**config.mk**
```make
export PLATFORM = sky130hd
export DESIGN_NAME = multicycle_ctrl_fsm
export DESIGN_NICKNAME = d
export VERILOG_FILES = /design/src/rtl/riscv_ctrl_pkg.sv /design/src/rtl/multicycle_ctrl_fsm.sv
export SDC_FILE = /design/constraint.sdc
export NUM_CORES = 1
export LEC_CHECK = 0
export BUFFER_PORTS_ARGS = -buffer_cell sky130_fd_sc_hd__buf_4
export CAP_MARGIN = 20
export CELL_PAD_IN_SITES_DETAIL_PLACEMENT = 0
export CELL_PAD_IN_SITES_GLOBAL_PLACEMENT = 1
export CORE_MARGIN = 5
export CORE_UTILIZATION = 34
export CTS_BUF_LIST = sky130_fd_sc_hd__clkbuf_4
export CTS_CLUSTER_DIAMETER = 40
export DETAILED_ROUTE_END_ITERATION = 8
export GPL_ROUTABILITY_DRIVEN = 0
export PLACE_DENSITY = 0.81
export REMOVE_ABC_BUFFERS = 1
export SYNTH_ARGS = -nofsm -noshare
export SYNTH_HDL_FRONTEND = slang
export SYNTH_SLANG_ARGS = --single-unit
```
**constraint.sdc**
```tcl
create_clock -name clk -period 1.9 [get_ports clk]
set_clock_uncertainty 0.1 [all_clocks]
set_input_delay 0.19 -clock clk [delete_from_list [all_inputs] [get_ports clk]]
set_output_delay 0.19 -clock clk [all_outputs]
set_load 0.05 [all_outputs]
```
**src/rtl/riscv_ctrl_pkg.sv**
```systemverilog
// Shared encodings for the multicycle RV32I control path: FSM states, opcodes and mux select codes.
// Decode helpers live here so the main FSM and any datapath glue agree on what is supported.
package riscv_ctrl_pkg;

    typedef logic [3:0] state_t;

    localparam state_t StFetch    = 4'd0;
    localparam state_t StDecode   = 4'd1;
    localparam state_t StMemAdr   = 4'd2;
    localparam state_t StMemRead  = 4'd3;
    localparam state_t StMemWb    = 4'd4;
    localparam state_t StMemWrite = 4'd5;
    localparam state_t StExecR    = 4'd6;
    localparam state_t StExecI    = 4'd7;
    localparam state_t StAluWb    = 4'd8;
    localparam state_t StBeq      = 4'd9;
    localparam state_t StJal      = 4'd10;
    localparam state_t StLui      = 4'd11;
    localparam state_t StJalr     = 4'd12;
    localparam state_t StLink     = 4'd13;

    localparam logic [6:0] OpLw   = 7'b0000011;
    localparam logic [6:0] OpSw   = 7'b0100011;
    localparam logic [6:0] OpR    = 7'b0110011;
    localparam logic [6:0] OpI    = 7'b0010011;
    localparam logic [6:0] OpBeq  = 7'b1100011;
    localparam logic [6:0] OpJal  = 7'b1101111;
    localparam logic [6:0] OpLui  = 7'b0110111;
    localparam logic [6:0] OpJalr = 7'b1100111;

    localparam logic [2:0] ImmI = 3'b000;
    localparam logic [2:0] ImmS = 3'b001;
    localparam logic [2:0] ImmB = 3'b010;
    localparam logic [2:0] ImmJ = 3'b011;
    localparam logic [2:0] ImmU = 3'b100;

    localparam logic [1:0] ResAluOut    = 2'b00;
    localparam logic [1:0] ResData      = 2'b01;
    localparam logic [1:0] ResAluResult = 2'b10;

    localparam logic [1:0] SrcAPc    = 2'b00;
    localparam logic [1:0] SrcAOldPc = 2'b01;
    localparam logic [1:0] SrcARs1   = 2'b10;
    localparam logic [1:0] SrcAZero  = 2'b11;

    localparam logic [1:0] SrcBRs2  = 2'b00;
    localparam logic [1:0] SrcBImm  = 2'b01;
    localparam logic [1:0] SrcBFour = 2'b10;

    localparam logic [1:0] AluAdd   = 2'b00;
    localparam logic [1:0] AluSub   = 2'b01;
    localparam logic [1:0] AluFunct = 2'b10;

    function automatic logic op_supported(input logic [6:0] op, input bit en_lui,
                                          input bit en_jalr);
        case (op)
            OpLw, OpSw, OpR, OpI, OpBeq, OpJal: return 1'b1;
            OpLui:                              return en_lui;
            OpJalr:                             return en_jalr;
            default:                            return 1'b0;
        endcase
    endfunction

    // Disabled opcodes fall back to the I-type code like any other unknown op.
    function automatic logic [2:0] imm_src_of(input logic [6:0] op, input bit en_lui);
        case (op)
            OpSw:    return ImmS;
            OpBeq:   return ImmB;
            OpJal:   return ImmJ;
            OpLui:   return en_lui ? ImmU : ImmI;
            default: return ImmI;
        endcase
    endfunction

endpackage

```
**src/rtl/multicycle_ctrl_fsm.sv**
```systemverilog
// Main control FSM of the multicycle RV32I core: sequences fetch/decode/execute/writeback and
// drives memory, IR, PC, ALU-mux and register-file controls each cycle.
module multicycle_ctrl_fsm
    import riscv_ctrl_pkg::*;
#(
    parameter bit EN_LUI        = 1'b1,
    parameter bit EN_JALR       = 1'b1,
    parameter bit MEM_HANDSHAKE = 1'b1
) (
    input  logic       clk,
    input  logic       rst_n,
    input  logic [6:0] op,
    input  logic       Zero,
    input  logic       mem_ready,
    output logic       PCWrite,
    output logic       AdrSrc,
    output logic       MemWrite,
    output logic       IRWrite,
    output logic       RegWrite,
    output logic [1:0] ResultSrc,
    output logic [1:0] ALUSrcA,
    output logic [1:0] ALUSrcB,
    output logic [1:0] ALUOp,
    output logic [2:0] ImmSrc,
    output logic       IllegalOp,
    output logic       InstrDone
);

    state_t state_q, state_d;
    logic   ready;
    logic   pc_update;
    logic   branch;

    assign ready = MEM_HANDSHAKE ? mem_ready : 1'b1;

    always_ff @(posedge clk or negedge rst_n) begin
        if (!rst_n) begin
            state_q <= StFetch;
        end else begin
            state_q <= state_d;
        end
    end

    always_comb begin
        state_d = StFetch;
        case (state_q)
            StFetch:    state_d = ready ? StDecode : StFetch;
            StDecode: begin
                if (op_supported(op, EN_LUI, EN_JALR)) begin
                    case (op)
                        OpLw, OpSw: state_d = StMemAdr;
                        OpR:        state_d = StExecR;
                        OpI:        state_d = StExecI;
                        OpBeq:      state_d = StBeq;
                        OpJal:      state_d = StJal;
                        OpLui:      state_d = StLui;
                        OpJalr:     state_d = StJalr;
                        default:    state_d = StFetch;
                    endcase
                end
            end
            StMemAdr:   state_d = (op == OpSw) ? StMemWrite : StMemRead;
            StMemRead:  state_d = ready ? StMemWb : StMemRead;
            StMemWrite: state_d = ready ? StFetch : StMemWrite;
            StExecR:    state_d = StAluWb;
            StExecI:    state_d = StAluWb;
            StJal:      state_d = StAluWb;
            StLui:      state_d = StAluWb;
            StJalr:     state_d = StLink;
            StLink:     state_d = StAluWb;
            default:    state_d = StFetch;
        endcase
    end

    always_comb begin
        pc_update = 1'b0;
        branch    = 1'b0;
        AdrSrc    = 1'b0;
        MemWrite  = 1'b0;
        IRWrite   = 1'b0;
        RegWrite  = 1'b0;
        ResultSrc = ResAluOut;
        ALUSrcA   = SrcAPc;
        ALUSrcB   = SrcBRs2;
        ALUOp     = AluAdd;
        IllegalOp = 1'b0;
        InstrDone = 1'b0;
        case (state_q)
            StFetch: begin
                ALUSrcB   = SrcBFour;
                ResultSrc = ResAluResult;
                IRWrite   = ready;
                pc_update = ready;
            end
            StDecode: begin
                ALUSrcA   = SrcAOldPc;
                ALUSrcB   = SrcBImm;
                IllegalOp = !op_supported(op, EN_LUI, EN_JALR);
            end
            StMemAdr: begin
                ALUSrcA = SrcARs1;
                ALUSrcB = SrcBImm;
            end
            StMemRead: AdrSrc = 1'b1;
            StMemWb: begin
                ResultSrc = ResData;
                RegWrite  = 1'b1;
                InstrDone = 1'b1;
            end
            StMemWrite: begin
                AdrSrc    = 1'b1;
                MemWrite  = ready;
                InstrDone = ready;
            end
            StExecR: begin
                ALUSrcA = SrcARs1;
                ALUOp   = AluFunct;
            end
            StExecI: begin
                ALUSrcA = SrcARs1;
                ALUSrcB = SrcBImm;
                ALUOp   = AluFunct;
            end
            StAluWb: begin
                RegWrite  = 1'b1;
                InstrDone = 1'b1;
            end
            StBeq: begin
                ALUSrcA   = SrcARs1;
                ALUOp     = AluSub;
                branch    = 1'b1;
                InstrDone = 1'b1;
            end
            StJal: begin
                ALUSrcA   = SrcAOldPc;
                ALUSrcB   = SrcBFour;
                pc_update = 1'b1;
            end
            StLui: begin
                ALUSrcA = SrcAZero;
                ALUSrcB = SrcBImm;
            end
            StJalr: begin
                ALUSrcA   = SrcARs1;
                ALUSrcB   = SrcBImm;
                ResultSrc = ResAluResult;
                pc_update = 1'b1;
            end
            StLink: begin
                ALUSrcA = SrcAOldPc;
                ALUSrcB = SrcBFour;
            end
            default: ;
        endcase
        // Reset is asynchronous, so outputs must go quiet without waiting for a clock edge.
        if (!rst_n) begin
            pc_update = 1'b0;
            branch    = 1'b0;
            AdrSrc    = 1'b0;
            MemWrite  = 1'b0;
            IRWrite   = 1'b0;
            RegWrite  = 1'b0;
            ResultSrc = 2'b00;
            ALUSrcA   = 2'b00;
            ALUSrcB   = 2'b00;
            ALUOp     = 2'b00;
            IllegalOp = 1'b0;
            InstrDone = 1'b0;
        end
    end

    assign PCWrite = pc_update | (branch & Zero);
    assign ImmSrc  = rst_n ? imm_src_of(op, EN_LUI) : 3'b000;

endmodule

```
==> summary.md, run 1 <==
| Metric | Value |
|---|---|
| Outcome | finished, violations left |
| Failing checks | setup timing |
| Core region area | 0.00215 mm2 |
| CTS Buf Count | 3 |
| Reg power frac | 17.5% |
| FFs w/ async S/R, synth | 100% |
| Final setup vio count | 1 |
| Routed WL per cell | 13.9 um |
| Largest Register | state_q |
| Die Area | 0.00323 mm2 |
| Critical Path RT | 1.61 ns |
| Die H | 56.8 um |
| Switch Pwr | 0.000320 W |
| Startpoint types | flop |
| Period utilization | 102% |
| Clock root cell | clkbuf_4 |
| Setup TNS | -0.0367 ns |
| Final hold vios | 0 |
| Area Overhead vs Synth | 57.6% |
| Met3 Use GR | 5.29% |
| Clock period minus worst slack | 1.94 ns |
| Pre-antenna DRT Iters | 4 |
| Cells along the critical path | xor2_4 -> and3_4 -> or3_4 -> buf_8 |
| Slew HR | 79.1% |
| Final net count | 153 |
| Met2 Use GR | 22.1% |
| RSZ-0062 raised after global routing | yes |
| Multi-input gate area | 641 um2 |
| Critical R2R Capture | state_q[3]$_DFF_PN0_ |
| Layer with the highest usage | met2 |
| Worst Max-Slew Pin Slew | 0.310 ns |
| Drt drc | 0 |
| Synth top area share | 13.4% |
| Total GRT Usage | 13.9% |
| Static Leak | 0.499 nW |
| Crit. Startpoint | state_q[2]$_DFF_PN0_ |
| Max FFs per register | 4 |
| Via density | 5.51 |
| Synthesized instance count | 102 |
| Synthesized area | 744 um2 |
| PortBufs | 28 |
| CTS tree | built |
| Rows | 17 |
| Max-Cap Viols | 0 |
| Clk_lat worst skew | 0.24 ns |
| Worst path slowest cell | dfrtp_2 |
| CP Depth | 4 |
| Starting Density | 34.7% |
| Reg2reg start | state_q[2]$_DFF_PN0_ |
| Clock sinks | 4 |
| Clk pwr share | 16.4% |
| PwrDens | 582 mW/mm2 |
| Vias | 925 |
| Combinational Power Share | 66.0% |
| Slew Limit Fails | 0 |
| Placed standard-cell area | 991 um2 |
| N_diodes | 0 |
| Largest net degree at the start of global routing | 16 |
| Post-synth EDFFs | 0 |
| Switching share of power | 46.8% |
| Worst path buffer plus inverter count | 1 |
| Detailed placement HPWL | 1.60 mm |
| Peak supply drop | 0.296 mV |
| # fillers | 188 |
| Hold crit path type | in -> reg |
| Syn_area_per_cell | 7.30 um2 |
| Layout cells sized above 1 | 47.9% |
| Synth cell types | 44 |
| Fmax | 516 MHz |
| CP peak stage delay | 0.48 ns |
| Top Family by Delay on Critical Path | simple AND/OR/NAND/NOR gates |
| Ys Warns | 0 |
| Pwr Total | 0.000683 W |
| Arrival time worst endpoint | 1.65 ns |
| First-pass GRT wire length | 3.66 mm |
| Max FO, Critical Path | 7 |
| GR met1 Demand/Resource | 17.8% |
| FF-to-FF path depth | 6 |
| Largest area contributor in the synthesized netlist | dfrtp_1 |
| P_int | 0.000364 W |
| Worst Setup End Kind | output pin |
| Io pins | 29 |
| CP Capture Point | InstrDone |
| H-tree Lvls | 1 |
| Routed Antenna Nets | 0 |
| Bufs on Longest Clock Path | 2 |
| Critical path type | reg -> out |
| DRT iter0 DRCs | 38 |
| Grt total ovfl | 0 |
| Worst reg-to-reg setup slack | 0.10 ns |
| Design Area, Final | 0.00117 mm2 |
| Die width | 56.8 um |
| Total wire length | 2.33 mm |
| Clk pin slew, worst setup/hold paths | 0.04 ns |
| Sequential area share after synthesis | 13.4% |
| Final worst slack | -0.0367 ns |
| Vias in the first global route | 825 |
| Initial antenna violation count | 0 |
| Regs by FF count | state_q x4 |
| FF/Latch Area | 105 um2 |
| Fin Hold WS | 0.125 ns |
| Synth top area cells | dfrtp_1 (13%), nand2_1 (6.1%), a21oi_1 (4.7%) |
| #FFs+latches synth | 4 |
| Ys flop type | dfrtp_1 |
Yosys cell counts (2+ instances only):
master    instances
buf_6             2
o21ai_1           2
nor2_1            7
and3_1            2
a211oi_1          3
a21oi_1           7
clkbuf_1          3
nand3_1           3
nand2_1          12
o211a_1           2
nor3_1            5
o22ai_1           2
xor2_1            2
nor4b_1           2
nand2b_1          4
o311ai_1          2
dfrtp_1           4
nor4_1            2
nor2b_1           3
and2_1            3
buf_2             2
inv_1             4
o21ai_0           3
logic make-up (layout without fill, tap and decap cells):
kind of cell | Yosys count | after routing | share of synthesized area (%)
multiplexers | 2 | 2 | 2.86
buffers and inverters | 12 | 50 | 8.91
AND/OR/NAND/NOR | 53 | 53 | 43.2
XOR/XNOR | 3 | 3 | 3.53
AO/OA/AOI/OAI | 28 | 28 | 28.1
flip-flops | 4 | 4 | 13.4
placed cells by master, fill, tap and decap left out, drive strengths merged:
cell type    Yosys  layout
and2             3       3
a211o            1       1
nor2             7       7
o211a            2       2
nor4             2       2
a32o             1       1
and4             1       1
nor2b            3       3
o31ai            1       1
buf              5      42
o41a             1       1
nand3            4       4
o21ai            5       5
a211oi           3       3
nor4b            3       3
xor2             2       2
nand2b           4       4
a21oi            7       7
o41ai            1       1
or3b             1       1
inv              4       4
o22ai            2       2
dfrtp            4       4
nand2           12      12
nand4b           1       1
nor3             5       5
a21boi           1       1
and3             2       2
nor3b            2       2
mux2             1       1
o221ai           1       1
o311ai           2       2
clkbuf           3       3
xnor2            1       1
mux2i            1       1
nand3b           1       1
or3              2       2
dlygate4sd3      0       1
worst min path at each step:
stage                           end  slack, ns  startpoint  cells past startpoint
2_1_floorplan  state_q[0]$_DFF_PN0_      -0.21       rst_n                      0
3_3_place_gp   state_q[2]$_DFF_PN0_      -0.06       rst_n                      1
3_5_place_dp   state_q[2]$_DFF_PN0_      -0.06       rst_n                      1
4_1_cts        state_q[0]$_DFF_PN0_       0.11   mem_ready                      2
5_1_grt        state_q[0]$_DFF_PN0_       0.12   mem_ready                      2
6_report       state_q[0]$_DFF_PN0_       0.13   mem_ready                      2
stage by stage:
| step | instances | setup slack [ns] | utilization, % |
|---|---|---|---|
| after floorplan | 94 | -1.38 | - |
| after global placement | 157 | 0.158 | 46.1 |
| after detailed placement | 157 | 0.171 | 46.1 |
| after CTS | 164 | 0.00169 | 49.6 |
| after global routing | 168 | -0.0745 | 54.6 |
| final | 168 | -0.0367 | 54.6 |
repair_timing:
| action | 4_1_cts | 5_1_grt |
|---|---|---|
| setup endpoints to repair | 5 | 7 |
| endpoints found under the hold margin | 4 | 0 |
| gates resized for setup | 8 | 18 |
| hold buffers | 1 | 0 |
| buffers inserted | 3 | 4 |
| pin swaps | 0 | 6 |
layout make-up:
| cell class | count | area share, % |
|---|---|---|
| Clock buffer | 3 | 1.92 |
| Multi-Input combinational cell | 86 | 54.6 |
| Inverter | 4 | 1.28 |
| Sequential cell | 4 | 8.96 |
| Timing Repair Buffer | 43 | 30.3 |
| Tap cell | 28 | 2.99 |
power by group through the flow:
stage / sequential [W] / combinational [W] / clock (W)
floorplan: 0.000126 / 0.000236 / 0
global placement: 0.000120 / 0.000383 / 0
detailed placement: 0.000121 / 0.000379 / 0
CTS: 0.000117 / 0.000407 / 0.000114
global route: 0.000122 / 0.000483 / 0.000122
finish: 0.000120 / 0.000451 / 0.000112
per-layer routing:
metal,part of all wire [%],vias up,routed length (um)
met5,0,-,0
met3,5.4,6,126
met4,1.6,0,38
met1,45,436,1040
met2,48,24,1130
li1,-,459,-
Power figures use the tool's default switching activity.
==> inputs of run 2 (changes only) <==
Settings changed: ABC_AREA set to 1, CORE_UTILIZATION 34 to 30, PLACE_DENSITY 0.81 to 0.82.
==> run 2 against run 1 <==
  * The flow now finishes without violations
  * Register-to-register slack better by 0.55 ns
  * Setup slack better by 0.15 ns
  * Flip-flop and latch count unchanged
  * Largest power group unchanged
  * Cell count up 12%
  * Maximum frequency up 8.4%
  * Die area up 0.14%
==> summary.md, run 2 <==
| Metric | Value |
|---|---|
| Outcome | complete, no violations (was finished, violations left) |
| Largest area contributor in the synthesized netlist | nand2_1 (was dfrtp_1) |
| Final cell count without fillers | 188 (was 168) |
| Bufs on Longest Clock Path | 2 (unchanged) |
| Die H | 56.8 um (about the same) |
| Critical R2R Capture | state_q[2]$_DFF_PN0_ (was state_q[3]$_DFF_PN0_) |
| Critical Path RT | 1.61 ns (about the same) |
| Pre-antenna DRT Iters | 5 (was 4) |
| Period utilization | 94.0% (was 102%) |
| Core Util, Final | 44.0% (was 54.6%) |
| Most common cell on crit path | nand2_1 |
| Vias in the first global route | 816 (was 825) |
| Core region area | 0.00215 mm2 (unchanged) |
| Initial antenna violation count | 0 (unchanged) |
| Routed Antenna Nets | 0 (unchanged) |
| P_int | 0.000421 W (was 0.000364 W) |
| First-pass GRT wire length | 3.15 mm (was 3.66 mm) |
| Post-CTS setup buffer count | 0 (was 3) |
| Die width | 56.8 um (about the same) |
| Top Family by Delay on Critical Path | flip-flops (was simple AND/OR/NAND/NOR gates) |
| Final setup vio count | 0 (was 1) |
| Static Leak | 0.549 nW (was 0.499 nW) |
| Largest Register | state_q (unchanged) |
| Clk_lat worst skew | 0.24 ns (about the same) |
| Syn_area_per_cell | 5.10 um2 (was 7.30 um2) |
| Commonest non-fill, non-tap cell in the layout | nand2_1 (was buf_4) |
| Commonest cells after routing, fill and taps aside | nand2_1 (43), buf_4 (28), inv_1 (18), nor2_1 (18), nand3_1 (11) (was buf_4 (35), nand2_1 (10), nor2_1 (7), a21oi_1 (7), buf_6 (6)) |
| Routed WL per cell | 9.86 um (was 13.9 um) |
| Critical path type | reg -> out (unchanged) |
| PortBufs | 28 (unchanged) |
| Area Overhead vs Synth | 43.5% (was 57.6%) |
| Largest net degree at the start of global routing | 13 (was 16) |
| WHS Path Cells | 5 (was 2) |
| Max FFs per register | 4 (unchanged) |
| Io pins | 29 (unchanged) |
| Max layer used | met4 (unchanged) |
| Combinational Power Share | 75.6% (was 66.0%) |
| Via density | 4.63 (was 5.51) |
| Rows | 17 (unchanged) |
| Sequential area share after synthesis | 15.2% (was 13.4%) |
| Starting Density | 30.6% (was 34.7%) |
| Synthesized instance count | 129 (was 102) |
| Ys Warns | 0 (unchanged) |
| Clock period minus worst slack | 1.79 ns (was 1.94 ns) |
| Detailed placement HPWL | 1.59 mm (was 1.60 mm) |
| Post-synth EDFFs | 0 (unchanged) |
| M1 WL | 763 um (was 1.04 mm) |
| Worst path slowest cell | dfrtp_1 (was dfrtp_2) |
| Worst reg-to-reg setup slack | 0.65 ns (was 0.10 ns) |
| Clk pwr share | 9.9% (was 16.4%) |
| Hold path start | mem_ready (unchanged) |
| Switching share of power | 60.6% (was 46.8%) |
| Max FO, Critical Path | 5 (was 7) |
| Startpoint types | flop (unchanged) |
| Final worst slack | 0.113 ns (was -0.0367 ns) |
| PwrDens | 1130 mW/mm2 (was 582 mW/mm2) |
| CTS tree | built (unchanged) |
| Switch Pwr | 0.000649 W (was 0.000320 W) |
| #FFs+latches synth | 4 (unchanged) |
| # fillers | 256 (was 188) |
| Regs by FF count | state_q x4 (unchanged) |
| Die Area | 0.00323 mm2 (about the same) |
| Arrival time worst endpoint | 1.50 ns (was 1.65 ns) |
| Drt drc | 0 (unchanged) |
| Final hold vios | 0 (unchanged) |
| Worst path buffer plus inverter count | 2 (was 1) |
| Cells along the critical path | inv_1 -> nand2_1 -> nor2_4 -> nand2_1 -> a31oi_1 -> buf_4 (was xor2_4 -> and3_4 -> or3_4 -> buf_8) |
| Worst Max-Slew Pin Slew | 0.377 ns (was 0.310 ns) |
| Reg2reg start | state_q[1]$_DFF_PN0_ (was state_q[2]$_DFF_PN0_) |
| Synth top area share | 24.5% (was 13.4%) |
| Worst Setup End Kind | output pin (unchanged) |
| Layout cells sized above 1 | 30.6% (was 47.9%) |
| Placed standard-cell area | 898 um2 (was 991 um2) |
| Total GRT Usage | 12.0% (was 13.9%) |
| Slew HR | 74.8% (was 79.1%) |
| Max-Cap Viols | 0 (unchanged) |
| Reg power frac | 14.5% (was 17.5%) |
| Synth cell types | 21 (was 44) |
| Peak supply drop | 0.481 mV (was 0.296 mV) |
| Fmax | 560 MHz (was 516 MHz) |
| Clk pin slew, worst setup/hold paths | 0.04 ns (about the same) |
| CTS Buf Count | 3 (unchanged) |
| Ys flop type | dfrtp_1 (unchanged) |
| RSZ-0062 raised after global routing | no (was yes) |
| FFs w/ async S/R, synth | 100% (unchanged) |
| Top cells by count, synth | nand2_1 (43), nor2_1 (19), inv_1 (18) (was nand2_1 (12), a21oi_1 (7), nor2_1 (7)) |
| Vias | 870 (was 925) |
| Synth top area cells | nand2_1 (25%), dfrtp_1 (15%), nor2_1 (11%) (was dfrtp_1 (13%), nand2_1 (6.1%), a21oi_1 (4.7%)) |
| Grt total ovfl | 0 (unchanged) |
| Final net count | 173 (was 153) |
| CP peak stage delay | 0.42 ns (was 0.48 ns) |
| Slew Limit Fails | 0 (unchanged) |
| Met3 wire len | 120 um (was 126 um) |
| WL met2 | 935 um (was 1.13 mm) |
| Hold crit path type | in -> reg (unchanged) |
| H-tree Lvls | 1 (unchanged) |
| Setup slack at placement | 0.336 ns (was 0.171 ns) |
| N_diodes | 0 (unchanged) |
| Most frequent cell after synthesis | nand2_1 (unchanged) |
| Clock root cell | clkbuf_4 (unchanged) |
| Synthesized area | 658 um2 (was 744 um2) |
| DRT iter0 DRCs | 11 (was 38) |
| Hold endpoint | state_q[0]$_DFF_PN0_ (unchanged) |
| FF-to-FF path depth | 7 (was 6) |
| Total wire length | 1.85 mm (was 2.33 mm) |
| Design Area, Final | 945 um2 (was 0.00117 mm2) |
| Setup TNS | 0 ns (was -0.0367 ns) |
| DP Cell Count | 184 (was 157) |
| Clock sinks | 4 (unchanged) |
==> run 2: changes by cell type after synthesis, moves of 3 or more <==
cell      delta
nand3_1      +8
and2_1       -3
inv_1       +14
nor2_2       +6
nor2b_1      -3
nor2_1      +12
nand2_1     +31
inv_2        +4
clkbuf_1     -3
a211oi_1     -3
nand2b_1     -4
==> run 2: worst min-delay path, cell delays in order <==
cell     delay (ns)
buf_4          0.09
nand2_1        0.05
nand2_1        0.05
nor2_1         0.04
nand2_1        0.04
==> run 2: how the worst max path moves through the flow <==
stage,from,endpoint,slack [ns],cells past startpoint
3_3_place_gp,state_q[3]$_DFF_PN0_,ALUSrcB[0],0.34,6
3_5_place_dp,state_q[3]$_DFF_PN0_,ALUSrcB[0],0.34,6
5_1_grt,state_q[1]$_DFF_PN0_,InstrDone,0.0008,6
2_1_floorplan,op[1],ImmSrc[2],-0.48,4
6_report,state_q[1]$_DFF_PN0_,InstrDone,0.11,6
4_1_cts,state_q[3]$_DFF_PN0_,ALUSrcB[0],0.07,6
==> run 2: final cells by class <==
type                    count  area [um2]  share of cell area (%)
multi-input cells         101         478                    50.6
well taps                  28        35.0                    3.71
inverters                  23        87.6                    9.27
flip-flops and latches      4         101                    10.7
repair buffers             29         220                    23.3
clock buffers               3        22.5                    2.38
==> run 2: through the flow <==
stage                     power, W  hold slack [ns]
after detailed placement  0.000946          -0.0849
after floorplan           0.000741           -0.206
after CTS                  0.00106            0.163
final                      0.00107            0.158
after global placement    0.000944          -0.0835
after global routing       0.00117            0.212
==> run 2: what timing repair did <==
action	in CTS	in global routing
gates resized for setup	0	5
endpoints found under the hold margin	4	0
hold buffers	1	0
setup endpoints to repair	0	5
==> run 2: cell families (layout without fill, tap and decap cells) <==
kind of cell | count (synthesis) | after routing | synth area share [%]
simple gates | 89 | 89 | 60.8
compound gates | 12 | 12 | 9.89
buf+inv | 24 | 55 | 14.1
flops | 4 | 4 | 15.2
==> run 2: layer usage <==
metal	track usage, %	up-vias
met1	13.5	371
met4	6.95	0
li1	-	467
met2	21.0	28
met5	0	-
met3	2.07	4
==> run 2: power groups by stage <==
stage | Sequential [W] | Clock, W | Combinational (W)
2_1_floorplan | 0.000141 | 0 | 0.000600
3_3_place_gp | 0.000145 | 0 | 0.000799
3_5_place_dp | 0.000146 | 0 | 0.000800
4_1_cts | 0.000145 | 0.000110 | 0.000804
5_1_grt | 0.000165 | 0.000118 | 0.000889
6_report | 0.000155 | 0.000106 | 0.000809
